==> config.mk <==
export PLATFORM = sky130hd
export DESIGN_NAME = wb_arbiter_flat
export DESIGN_NICKNAME = d
export VERILOG_FILES = /design/src/rtl/wb_arbiter_if.sv /design/src/rtl/wb_arbiter.sv /design/src/flat_wrapper.sv
export SDC_FILE = /design/constraint.sdc
export NUM_CORES = 1
export LEC_CHECK = 0
export CAP_MARGIN = 20
export CORE_AREA = 2 2 148 150
export CTS_CLUSTER_DIAMETER = 30
export DETAILED_ROUTE_END_ITERATION = 10
export DIE_AREA = 0 0 150 152
export HOLD_SLACK_MARGIN = 0.02
export PLACE_DENSITY = 0.46
export SYNTH_ARGS = -nofsm -noshare
export SYNTH_HDL_FRONTEND = slang
export SYNTH_SLANG_ARGS = --single-unit
==> constraint.sdc <==
create_clock -name clk -period 1.9 [get_ports clk]
set_input_delay 0.38 -clock clk [delete_from_list [all_inputs] [get_ports clk]]
set_output_delay 0.38 -clock clk [all_outputs]
set_load 0.01 [all_outputs]
==> src/rtl/wb_arbiter_if.sv <==
// Wishbone bus bundle shared by the core masters, the arbiter and the interconnect.
// Field names carry the ms (master-to-slave) / sm (slave-to-master) direction.
interface wb_bus_t #(
    parameter int DW  = 32,
    parameter int AW  = 32,
    parameter int TGW = 4
);
    localparam int SW = DW / 8;

    logic [DW-1:0]  wb_dat_ms;
    logic [TGW-1:0] wb_tgd_ms;
    logic [AW-1:0]  wb_adr;
    logic [TGW-1:0] wb_tga;
    logic           wb_cyc;
    logic [TGW-1:0] wb_tgc;
    logic [SW-1:0]  wb_sel;
    logic           wb_stb;
    logic           wb_we;
    logic           wb_lock;

    logic [DW-1:0]  wb_dat_sm;
    logic [TGW-1:0] wb_tgd_sm;
    logic           wb_ack;
    logic           wb_err;
    logic           wb_rty;
    logic           wb_gnt;

    modport master (
        output wb_dat_ms, wb_tgd_ms, wb_adr, wb_tga, wb_cyc, wb_tgc,
               wb_sel, wb_stb, wb_we, wb_lock,
        input  wb_dat_sm, wb_tgd_sm, wb_ack, wb_err, wb_rty, wb_gnt
    );

    modport slave (
        input  wb_dat_ms, wb_tgd_ms, wb_adr, wb_tga, wb_cyc, wb_tgc,
               wb_sel, wb_stb, wb_we, wb_lock,
        output wb_dat_sm, wb_tgd_sm, wb_ack, wb_err, wb_rty, wb_gnt
    );
endinterface

==> src/rtl/wb_arbiter.sv <==
// Two-master round-robin Wishbone arbiter (instruction fetch = m0, load-store = m1)
// granting whole cycles, with a watchdog that aborts transfers no slave terminates.
module wb_arbiter #(
    parameter int unsigned TIMEOUT = 255
) (
    input  logic       clk,
    input  logic       rst_i,
    wb_bus_t.slave     m0_bus,
    wb_bus_t.slave     m1_bus,
    wb_bus_t.master    s_bus,
    output logic [1:0] grant_o,
    output logic       timeout_o
);

    typedef enum logic [1:0] {
        IDLE = 2'd0,
        GNT0 = 2'd1,
        GNT1 = 2'd2
    } state_e;

    state_e state_q, state_d;
    logic   last_q, last_d;
    logic   served_q, served_d;

    logic   req0, req1;
    logic   hold0, hold1;
    logic   sel0, sel1;
    logic   stb_g;
    logic   s_term;
    logic   abort;

    assign req0   = m0_bus.wb_cyc;
    assign req1   = m1_bus.wb_cyc;
    assign hold0  = m0_bus.wb_cyc | m0_bus.wb_lock;
    assign hold1  = m1_bus.wb_cyc | m1_bus.wb_lock;
    assign s_term = s_bus.wb_ack | s_bus.wb_err | s_bus.wb_rty;

    always_ff @(posedge clk or posedge rst_i) begin
        if (rst_i) begin
            state_q  <= IDLE;
            last_q   <= 1'b0;
            served_q <= 1'b0;
        end else begin
            state_q  <= state_d;
            last_q   <= last_d;
            served_q <= served_d;
        end
    end

    // Until the first release, a tie goes to master 0; afterwards the master
    // that released most recently (last) loses the tie.
    always_comb begin
        state_d  = state_q;
        last_d   = last_q;
        served_d = served_q;
        unique case (state_q)
            IDLE: begin
                if (req0 && req1) begin
                    state_d = (!served_q || last_q) ? GNT0 : GNT1;
                end else if (req0) begin
                    state_d = GNT0;
                end else if (req1) begin
                    state_d = GNT1;
                end
            end
            GNT0: begin
                if (!hold0) begin
                    last_d   = 1'b0;
                    served_d = 1'b1;
                    state_d  = req1 ? GNT1 : IDLE;
                end
            end
            GNT1: begin
                if (!hold1) begin
                    last_d   = 1'b1;
                    served_d = 1'b1;
                    state_d  = req0 ? GNT0 : IDLE;
                end
            end
            default: state_d = IDLE;
        endcase
    end

    always_comb begin
        sel0    = (state_q == GNT0);
        sel1    = (state_q == GNT1);
        grant_o = {sel1, sel0};
    end

    assign stb_g = (sel0 & m0_bus.wb_stb) | (sel1 & m1_bus.wb_stb);

    generate
        if (TIMEOUT > 0) begin : g_wd
            localparam int CW = $clog2(TIMEOUT + 1);
            localparam logic [CW-1:0] LIMIT = CW'(TIMEOUT - 1);

            logic [CW-1:0] wd_cnt_q, wd_cnt_d;
            logic          abort_q, abort_d;

            // Any termination, grant change, idle strobe or the abort cycle itself
            // restarts the count; reaching LIMIT unanswered schedules the abort.
            always_comb begin
                wd_cnt_d = '0;
                abort_d  = 1'b0;
                if (!abort_q && (state_d == state_q) && stb_g && !s_term) begin
                    if (wd_cnt_q == LIMIT) begin
                        abort_d = 1'b1;
                    end else begin
                        wd_cnt_d = wd_cnt_q + 1'b1;
                    end
                end
            end

            always_ff @(posedge clk or posedge rst_i) begin
                if (rst_i) begin
                    wd_cnt_q <= '0;
                    abort_q  <= 1'b0;
                end else begin
                    wd_cnt_q <= wd_cnt_d;
                    abort_q  <= abort_d;
                end
            end

            assign abort = abort_q;
        end else begin : g_no_wd
            assign abort = 1'b0;
        end
    endgenerate

    assign timeout_o = abort;

    // Master-to-slave forwarding; cyc/stb are suppressed during the abort cycle.
    assign s_bus.wb_dat_ms = sel0 ? m0_bus.wb_dat_ms : (sel1 ? m1_bus.wb_dat_ms : '0);
    assign s_bus.wb_tgd_ms = sel0 ? m0_bus.wb_tgd_ms : (sel1 ? m1_bus.wb_tgd_ms : '0);
    assign s_bus.wb_adr    = sel0 ? m0_bus.wb_adr    : (sel1 ? m1_bus.wb_adr    : '0);
    assign s_bus.wb_tga    = sel0 ? m0_bus.wb_tga    : (sel1 ? m1_bus.wb_tga    : '0);
    assign s_bus.wb_tgc    = sel0 ? m0_bus.wb_tgc    : (sel1 ? m1_bus.wb_tgc    : '0);
    assign s_bus.wb_sel    = sel0 ? m0_bus.wb_sel    : (sel1 ? m1_bus.wb_sel    : '0);
    assign s_bus.wb_we     = (sel0 & m0_bus.wb_we)   | (sel1 & m1_bus.wb_we);
    assign s_bus.wb_lock   = (sel0 & m0_bus.wb_lock) | (sel1 & m1_bus.wb_lock);
    assign s_bus.wb_cyc    = ((sel0 & m0_bus.wb_cyc) | (sel1 & m1_bus.wb_cyc)) & ~abort;
    assign s_bus.wb_stb    = stb_g & ~abort;

    // Slave-to-master returns; the aborted master sees err, never ack/rty.
    assign m0_bus.wb_dat_sm = sel0 ? s_bus.wb_dat_sm : '0;
    assign m0_bus.wb_tgd_sm = sel0 ? s_bus.wb_tgd_sm : '0;
    assign m0_bus.wb_ack    = sel0 & s_bus.wb_ack & ~abort;
    assign m0_bus.wb_rty    = sel0 & s_bus.wb_rty & ~abort;
    assign m0_bus.wb_err    = sel0 & (s_bus.wb_err | abort);
    assign m0_bus.wb_gnt    = sel0 & s_bus.wb_gnt;

    assign m1_bus.wb_dat_sm = sel1 ? s_bus.wb_dat_sm : '0;
    assign m1_bus.wb_tgd_sm = sel1 ? s_bus.wb_tgd_sm : '0;
    assign m1_bus.wb_ack    = sel1 & s_bus.wb_ack & ~abort;
    assign m1_bus.wb_rty    = sel1 & s_bus.wb_rty & ~abort;
    assign m1_bus.wb_err    = sel1 & (s_bus.wb_err | abort);
    assign m1_bus.wb_gnt    = sel1 & s_bus.wb_gnt;

endmodule

==> src/flat_wrapper.sv <==
// flat-port wrapper written by rule: the top's interface ports become plain ports
module wb_arbiter_flat 
#(
    parameter int unsigned TIMEOUT = 255
)
  (clk, rst_i, grant_o, timeout_o, m0_bus_wb_dat_ms, m0_bus_wb_tgd_ms, m0_bus_wb_adr, m0_bus_wb_tga, m0_bus_wb_cyc, m0_bus_wb_tgc, m0_bus_wb_sel, m0_bus_wb_stb, m0_bus_wb_we, m0_bus_wb_lock, m0_bus_wb_dat_sm, m0_bus_wb_tgd_sm, m0_bus_wb_ack, m0_bus_wb_err, m0_bus_wb_rty, m0_bus_wb_gnt, m1_bus_wb_dat_ms, m1_bus_wb_tgd_ms, m1_bus_wb_adr, m1_bus_wb_tga, m1_bus_wb_cyc, m1_bus_wb_tgc, m1_bus_wb_sel, m1_bus_wb_stb, m1_bus_wb_we, m1_bus_wb_lock, m1_bus_wb_dat_sm, m1_bus_wb_tgd_sm, m1_bus_wb_ack, m1_bus_wb_err, m1_bus_wb_rty, m1_bus_wb_gnt, s_bus_wb_dat_ms, s_bus_wb_tgd_ms, s_bus_wb_adr, s_bus_wb_tga, s_bus_wb_cyc, s_bus_wb_tgc, s_bus_wb_sel, s_bus_wb_stb, s_bus_wb_we, s_bus_wb_lock, s_bus_wb_dat_sm, s_bus_wb_tgd_sm, s_bus_wb_ack, s_bus_wb_err, s_bus_wb_rty, s_bus_wb_gnt);
  wb_bus_t m0_bus_i ();
  wb_bus_t m1_bus_i ();
  wb_bus_t s_bus_i ();
  input  logic clk;
  input  logic rst_i;
  output logic [1:0] grant_o;
  output logic timeout_o;
  input wire logic [$bits(m0_bus_i.wb_dat_ms)-1:0] m0_bus_wb_dat_ms;
  input wire logic [$bits(m0_bus_i.wb_tgd_ms)-1:0] m0_bus_wb_tgd_ms;
  input wire logic [$bits(m0_bus_i.wb_adr)-1:0] m0_bus_wb_adr;
  input wire logic [$bits(m0_bus_i.wb_tga)-1:0] m0_bus_wb_tga;
  input wire logic [$bits(m0_bus_i.wb_cyc)-1:0] m0_bus_wb_cyc;
  input wire logic [$bits(m0_bus_i.wb_tgc)-1:0] m0_bus_wb_tgc;
  input wire logic [$bits(m0_bus_i.wb_sel)-1:0] m0_bus_wb_sel;
  input wire logic [$bits(m0_bus_i.wb_stb)-1:0] m0_bus_wb_stb;
  input wire logic [$bits(m0_bus_i.wb_we)-1:0] m0_bus_wb_we;
  input wire logic [$bits(m0_bus_i.wb_lock)-1:0] m0_bus_wb_lock;
  output wire logic [$bits(m0_bus_i.wb_dat_sm)-1:0] m0_bus_wb_dat_sm;
  output wire logic [$bits(m0_bus_i.wb_tgd_sm)-1:0] m0_bus_wb_tgd_sm;
  output wire logic [$bits(m0_bus_i.wb_ack)-1:0] m0_bus_wb_ack;
  output wire logic [$bits(m0_bus_i.wb_err)-1:0] m0_bus_wb_err;
  output wire logic [$bits(m0_bus_i.wb_rty)-1:0] m0_bus_wb_rty;
  output wire logic [$bits(m0_bus_i.wb_gnt)-1:0] m0_bus_wb_gnt;
  input wire logic [$bits(m1_bus_i.wb_dat_ms)-1:0] m1_bus_wb_dat_ms;
  input wire logic [$bits(m1_bus_i.wb_tgd_ms)-1:0] m1_bus_wb_tgd_ms;
  input wire logic [$bits(m1_bus_i.wb_adr)-1:0] m1_bus_wb_adr;
  input wire logic [$bits(m1_bus_i.wb_tga)-1:0] m1_bus_wb_tga;
  input wire logic [$bits(m1_bus_i.wb_cyc)-1:0] m1_bus_wb_cyc;
  input wire logic [$bits(m1_bus_i.wb_tgc)-1:0] m1_bus_wb_tgc;
  input wire logic [$bits(m1_bus_i.wb_sel)-1:0] m1_bus_wb_sel;
  input wire logic [$bits(m1_bus_i.wb_stb)-1:0] m1_bus_wb_stb;
  input wire logic [$bits(m1_bus_i.wb_we)-1:0] m1_bus_wb_we;
  input wire logic [$bits(m1_bus_i.wb_lock)-1:0] m1_bus_wb_lock;
  output wire logic [$bits(m1_bus_i.wb_dat_sm)-1:0] m1_bus_wb_dat_sm;
  output wire logic [$bits(m1_bus_i.wb_tgd_sm)-1:0] m1_bus_wb_tgd_sm;
  output wire logic [$bits(m1_bus_i.wb_ack)-1:0] m1_bus_wb_ack;
  output wire logic [$bits(m1_bus_i.wb_err)-1:0] m1_bus_wb_err;
  output wire logic [$bits(m1_bus_i.wb_rty)-1:0] m1_bus_wb_rty;
  output wire logic [$bits(m1_bus_i.wb_gnt)-1:0] m1_bus_wb_gnt;
  output wire logic [$bits(s_bus_i.wb_dat_ms)-1:0] s_bus_wb_dat_ms;
  output wire logic [$bits(s_bus_i.wb_tgd_ms)-1:0] s_bus_wb_tgd_ms;
  output wire logic [$bits(s_bus_i.wb_adr)-1:0] s_bus_wb_adr;
  output wire logic [$bits(s_bus_i.wb_tga)-1:0] s_bus_wb_tga;
  output wire logic [$bits(s_bus_i.wb_cyc)-1:0] s_bus_wb_cyc;
  output wire logic [$bits(s_bus_i.wb_tgc)-1:0] s_bus_wb_tgc;
  output wire logic [$bits(s_bus_i.wb_sel)-1:0] s_bus_wb_sel;
  output wire logic [$bits(s_bus_i.wb_stb)-1:0] s_bus_wb_stb;
  output wire logic [$bits(s_bus_i.wb_we)-1:0] s_bus_wb_we;
  output wire logic [$bits(s_bus_i.wb_lock)-1:0] s_bus_wb_lock;
  input wire logic [$bits(s_bus_i.wb_dat_sm)-1:0] s_bus_wb_dat_sm;
  input wire logic [$bits(s_bus_i.wb_tgd_sm)-1:0] s_bus_wb_tgd_sm;
  input wire logic [$bits(s_bus_i.wb_ack)-1:0] s_bus_wb_ack;
  input wire logic [$bits(s_bus_i.wb_err)-1:0] s_bus_wb_err;
  input wire logic [$bits(s_bus_i.wb_rty)-1:0] s_bus_wb_rty;
  input wire logic [$bits(s_bus_i.wb_gnt)-1:0] s_bus_wb_gnt;
  assign m0_bus_i.wb_dat_ms = m0_bus_wb_dat_ms;
  assign m0_bus_i.wb_tgd_ms = m0_bus_wb_tgd_ms;
  assign m0_bus_i.wb_adr = m0_bus_wb_adr;
  assign m0_bus_i.wb_tga = m0_bus_wb_tga;
  assign m0_bus_i.wb_cyc = m0_bus_wb_cyc;
  assign m0_bus_i.wb_tgc = m0_bus_wb_tgc;
  assign m0_bus_i.wb_sel = m0_bus_wb_sel;
  assign m0_bus_i.wb_stb = m0_bus_wb_stb;
  assign m0_bus_i.wb_we = m0_bus_wb_we;
  assign m0_bus_i.wb_lock = m0_bus_wb_lock;
  assign m0_bus_wb_dat_sm = m0_bus_i.wb_dat_sm;
  assign m0_bus_wb_tgd_sm = m0_bus_i.wb_tgd_sm;
  assign m0_bus_wb_ack = m0_bus_i.wb_ack;
  assign m0_bus_wb_err = m0_bus_i.wb_err;
  assign m0_bus_wb_rty = m0_bus_i.wb_rty;
  assign m0_bus_wb_gnt = m0_bus_i.wb_gnt;
  assign m1_bus_i.wb_dat_ms = m1_bus_wb_dat_ms;
  assign m1_bus_i.wb_tgd_ms = m1_bus_wb_tgd_ms;
  assign m1_bus_i.wb_adr = m1_bus_wb_adr;
  assign m1_bus_i.wb_tga = m1_bus_wb_tga;
  assign m1_bus_i.wb_cyc = m1_bus_wb_cyc;
  assign m1_bus_i.wb_tgc = m1_bus_wb_tgc;
  assign m1_bus_i.wb_sel = m1_bus_wb_sel;
  assign m1_bus_i.wb_stb = m1_bus_wb_stb;
  assign m1_bus_i.wb_we = m1_bus_wb_we;
  assign m1_bus_i.wb_lock = m1_bus_wb_lock;
  assign m1_bus_wb_dat_sm = m1_bus_i.wb_dat_sm;
  assign m1_bus_wb_tgd_sm = m1_bus_i.wb_tgd_sm;
  assign m1_bus_wb_ack = m1_bus_i.wb_ack;
  assign m1_bus_wb_err = m1_bus_i.wb_err;
  assign m1_bus_wb_rty = m1_bus_i.wb_rty;
  assign m1_bus_wb_gnt = m1_bus_i.wb_gnt;
  assign s_bus_wb_dat_ms = s_bus_i.wb_dat_ms;
  assign s_bus_wb_tgd_ms = s_bus_i.wb_tgd_ms;
  assign s_bus_wb_adr = s_bus_i.wb_adr;
  assign s_bus_wb_tga = s_bus_i.wb_tga;
  assign s_bus_wb_cyc = s_bus_i.wb_cyc;
  assign s_bus_wb_tgc = s_bus_i.wb_tgc;
  assign s_bus_wb_sel = s_bus_i.wb_sel;
  assign s_bus_wb_stb = s_bus_i.wb_stb;
  assign s_bus_wb_we = s_bus_i.wb_we;
  assign s_bus_wb_lock = s_bus_i.wb_lock;
  assign s_bus_i.wb_dat_sm = s_bus_wb_dat_sm;
  assign s_bus_i.wb_tgd_sm = s_bus_wb_tgd_sm;
  assign s_bus_i.wb_ack = s_bus_wb_ack;
  assign s_bus_i.wb_err = s_bus_wb_err;
  assign s_bus_i.wb_rty = s_bus_wb_rty;
  assign s_bus_i.wb_gnt = s_bus_wb_gnt;
  wb_arbiter #(.TIMEOUT(TIMEOUT)) u_core (.clk(clk), .rst_i(rst_i), .m0_bus(m0_bus_i), .m1_bus(m1_bus_i), .s_bus(s_bus_i), .grant_o(grant_o), .timeout_o(timeout_o));
endmodule
==> run_results.csv <==
group,metric,value,unit
synth,syn_area_per_cell,5.56,sq um
synth,async_reset_ff_frac,1.00,
sta,period_minus_slack,2.09,ns
detailed_routing,via_count,4747,
sta,worst_slack,-0.193,ns
global_routing,grt_first_pass_wirelength,26500,um
die,core-area,21400,sq um
detailed_routing,wl,19700,um
power_and_ir_drop,powerDensity,1160,nW/um^2
detailed_routing,postRouteAntennaNets,0,
hold_path,min_to,"u_core.served_q",
critical_path,arrival,1.71,ns
final_layout,final_common_cell,"clkdlybuf4s50_1",
clock_network,cts_tree,"built",
synth,ys_types,37,
synth,ys_seq_area_frac,0.128,
final_layout,fillCellCount,2262,
synth,ys_seq_elements,13,
detailed_routing,dr.pass1.iters,4,
clock_network,cts_buffers,3,
clock_network,clk_pin_slew,0.05,ns
critical_path,crit_family,"buffers and inverters",
critical_path,rr_endpoint,"u_core.timeout_o",
global_routing,grt_max_degree,25,
synth,ys_warn_count,0,
global_routing,grt-ovfl-total,0,
critical_path,cp_slowest_stage_delay,0.39,ns
critical_path,r2r_slack,-0.17,ns
clock_network,cts.sinks,13,
placement,hpwlAfterDp,13200,um
sta,worstMarginPinSlew,0.551,ns
clock_network,clock-root-buffer,"clkbuf_16",
critical_path,path_class,"reg2out",
die,die_area,22800,sq um
sta,fin_crit_sh,1.10,
status,status,"complete, but fails checks",
final_layout,area_delta_synth_final,232,%
synth,synth_ff_type,"dfrtp_1",
power_and_ir_drop,p_leak,3.89,nW
sta,rsz0062_at_grt,"true",
final_layout,layout_common_cells,"210 x clkdlybuf4s50_1, 95 x buf_2, 93 x nand2_1",
sta,timing.hold.ws,0.466,ns
die,initial_core_util,0.119,
sta,slew_viol_final,0,
critical_path,path_max_fanout,8,
detailed_routing,wl_per_cell,16.8,um
sta,slew-limit-headroom,0.633,
synth,syn-cell-area,2540,sq um
power_and_ir_drop,power,9.83,mW
clock_network,cts_buffer_depth,2,
power_and_ir_drop,irDropWorstVdd,503,uV
synth,synth_edf_count,0,
die,boundaryPins,377,
detailed_routing,drt-initial-drc-count,142,
global_routing,grt_usage,0.148,
synth,syn_inst,457,
clock_network,htree_levels,1,
final_layout,layout.nets,1112,
die,rows,54,
critical_path,critPathRequiredTime,1.52,ns
final_layout,antennaDiodeCount,0,
sta,final_hold_viol_count,0,
final_layout,drive_gt1_frac,0.527,
placement,port-buffer-count,376,
critical_path,path_cells,"buf_6, ha_4, buf_12, buf_12, buf_12, a22o_1, buf_6",
hold_path,hold_path_depth,1,
placement,globalplace.congestion,0.820,
critical_path,end_kind,"primary output",
global_routing,antenna_found_initial,0,
critical_path,crit_top_cell,"buf_12",
critical_path,r2r-start,"u_core.state_q[0]",
hold_path,min_from,"u_core.served_q",
sta,finalSetupViolations,140,
sta,timing.fmax,478,MHz
hold_path,hp-class,"reg2reg",
critical_path,start_kind,"flip-flop",
detailed_routing,avgViaCountPerCell,4.04,
critical_path,cp_slowest_cell,"dfrtp_1",
flow_run,maxCapViolCount,0,
clock_network,insertion_delay,0.24,ns
global_routing,grt_pass1_vias,4512,
die,die_y,152,um
critical_path,crit_buf_inv,5,
clock_network,hold_buffers,0,
status,violations,"setup timing",
synth,synthesis.nets,674,
die,die_w,150,um
critical_path,r2r_cells,9,
detailed_routing,drcViolationCount,0,
sta,skew,0.00234,ns
## state kept, by name, indices dropped and copies added (netlist names)
signal and flops:
u_core.state_q 2, u_core.g_wd.wd_cnt_q 8, u_core.last_q 1, u_core.timeout_o 1, u_core.served_q 1
## Yosys cell counts (3+ instances only)
| cell type | number | area share |
|---|---|---|
| clkbuf_1 | 28 | 0.041 |
| dfrtp_1 | 13 | 0.13 |
| nor3b_1 | 4 | 0.012 |
| nand2b_1 | 3 | 0.0074 |
| o21ai_0 | 85 | 0.17 |
| nand2_1 | 169 | 0.25 |
| a31oi_1 | 3 | 0.0074 |
| xnor2_1 | 5 | 0.017 |
| inv_1 | 5 | 0.0074 |
| nor2_1 | 13 | 0.019 |
| and4_1 | 3 | 0.010 |
| ha_1 | 7 | 0.034 |
| and3_1 | 4 | 0.0098 |
| buf_1 | 8 | 0.012 |
| nand3_1 | 3 | 0.0059 |
| a21oi_1 | 3 | 0.0059 |
| and2_1 | 77 | 0.19 |
## cell type report
class / count / area, sq um / area share
clock buffer: 3 / 75.1 / 0.00889
clock inverter: 1 / 5.00 / 0.000593
inverter: 5 / 18.8 / 0.00222
multi-input combinational: 400 / 2830 / 0.335
sequential: 13 / 327 / 0.0387
tap: 280 / 350 / 0.0415
timing repair buffer: 472 / 4840 / 0.573
## per-layer routing
layer / wire [um] / vias up / track usage
li1: - / 2372 / -
met1: 7860 / 2165 / 0.184
met2: 10100 / 190 / 0.271
met3: 1370 / 20 / 0.0246
met4: 334 / 0 / 0.0220
met5: 0 / - / 0
## timing repair
item,in CTS,in global routing
hold endpoints to repair,0,0
pin swaps,25,104
gates cloned,11,14
setup buffers,22,8
endpoints found under the setup margin,175,175
resized for setup,848,299
## logic make-up after synthesis
kind of cell	after synthesis	synth area share
AND/OR/NAND/NOR	288	0.542
adder cells (fa/ha/maj)	7	0.0345
AO/OA/AOI/OAI	99	0.206
buffers and inverters	44	0.0684
XOR/XNOR	6	0.0207
flip-flops	13	0.128
## through the flow
step                      instances  area (sq um)   util  worst slack [ns]  TNS [ns]
after CTS                      1159          7240  0.339            -0.203    -15.58
after global placement         1123          7010  0.328            -0.319    -35.24
after floorplan                 457          2560      -           -0.0447     -1.79
final                          1174          8440  0.395            -0.193    -12.40
after detailed placement       1123          7010  0.328            -0.338    -35.80
after global routing           1174          8440  0.395            -0.268    -24.97
## how the worst max path moves through the flow
| stage | to | slack (ns) | start | depth (start not counted) |
|---|---|---|---|---|
| after floorplan | s_bus_wb_adr[25] | -0.04 | u_core.state_q[1] | 7 |
| after global placement | u_core.g_wd.wd_cnt_q[0] | -0.32 | m0_bus_wb_cyc | 6 |
| after detailed placement | u_core.g_wd.wd_cnt_q[1] | -0.34 | m1_bus_wb_cyc | 6 |
| after CTS | s_bus_wb_lock | -0.20 | u_core.state_q[0] | 7 |
| after global routing | s_bus_wb_tgc[2] | -0.27 | u_core.state_q[0] | 8 |
| final | s_bus_wb_lock | -0.19 | u_core.state_q[0] | 7 |
## where the power goes
group	switching (mW)	leakage, nW	internal, mW
sequential	0.0280	0.172	0.307
combinational	4.13	3.67	4.96
clock	0.126	0.0409	0.281
Note: power is estimated with default switching activity, not from simulation.
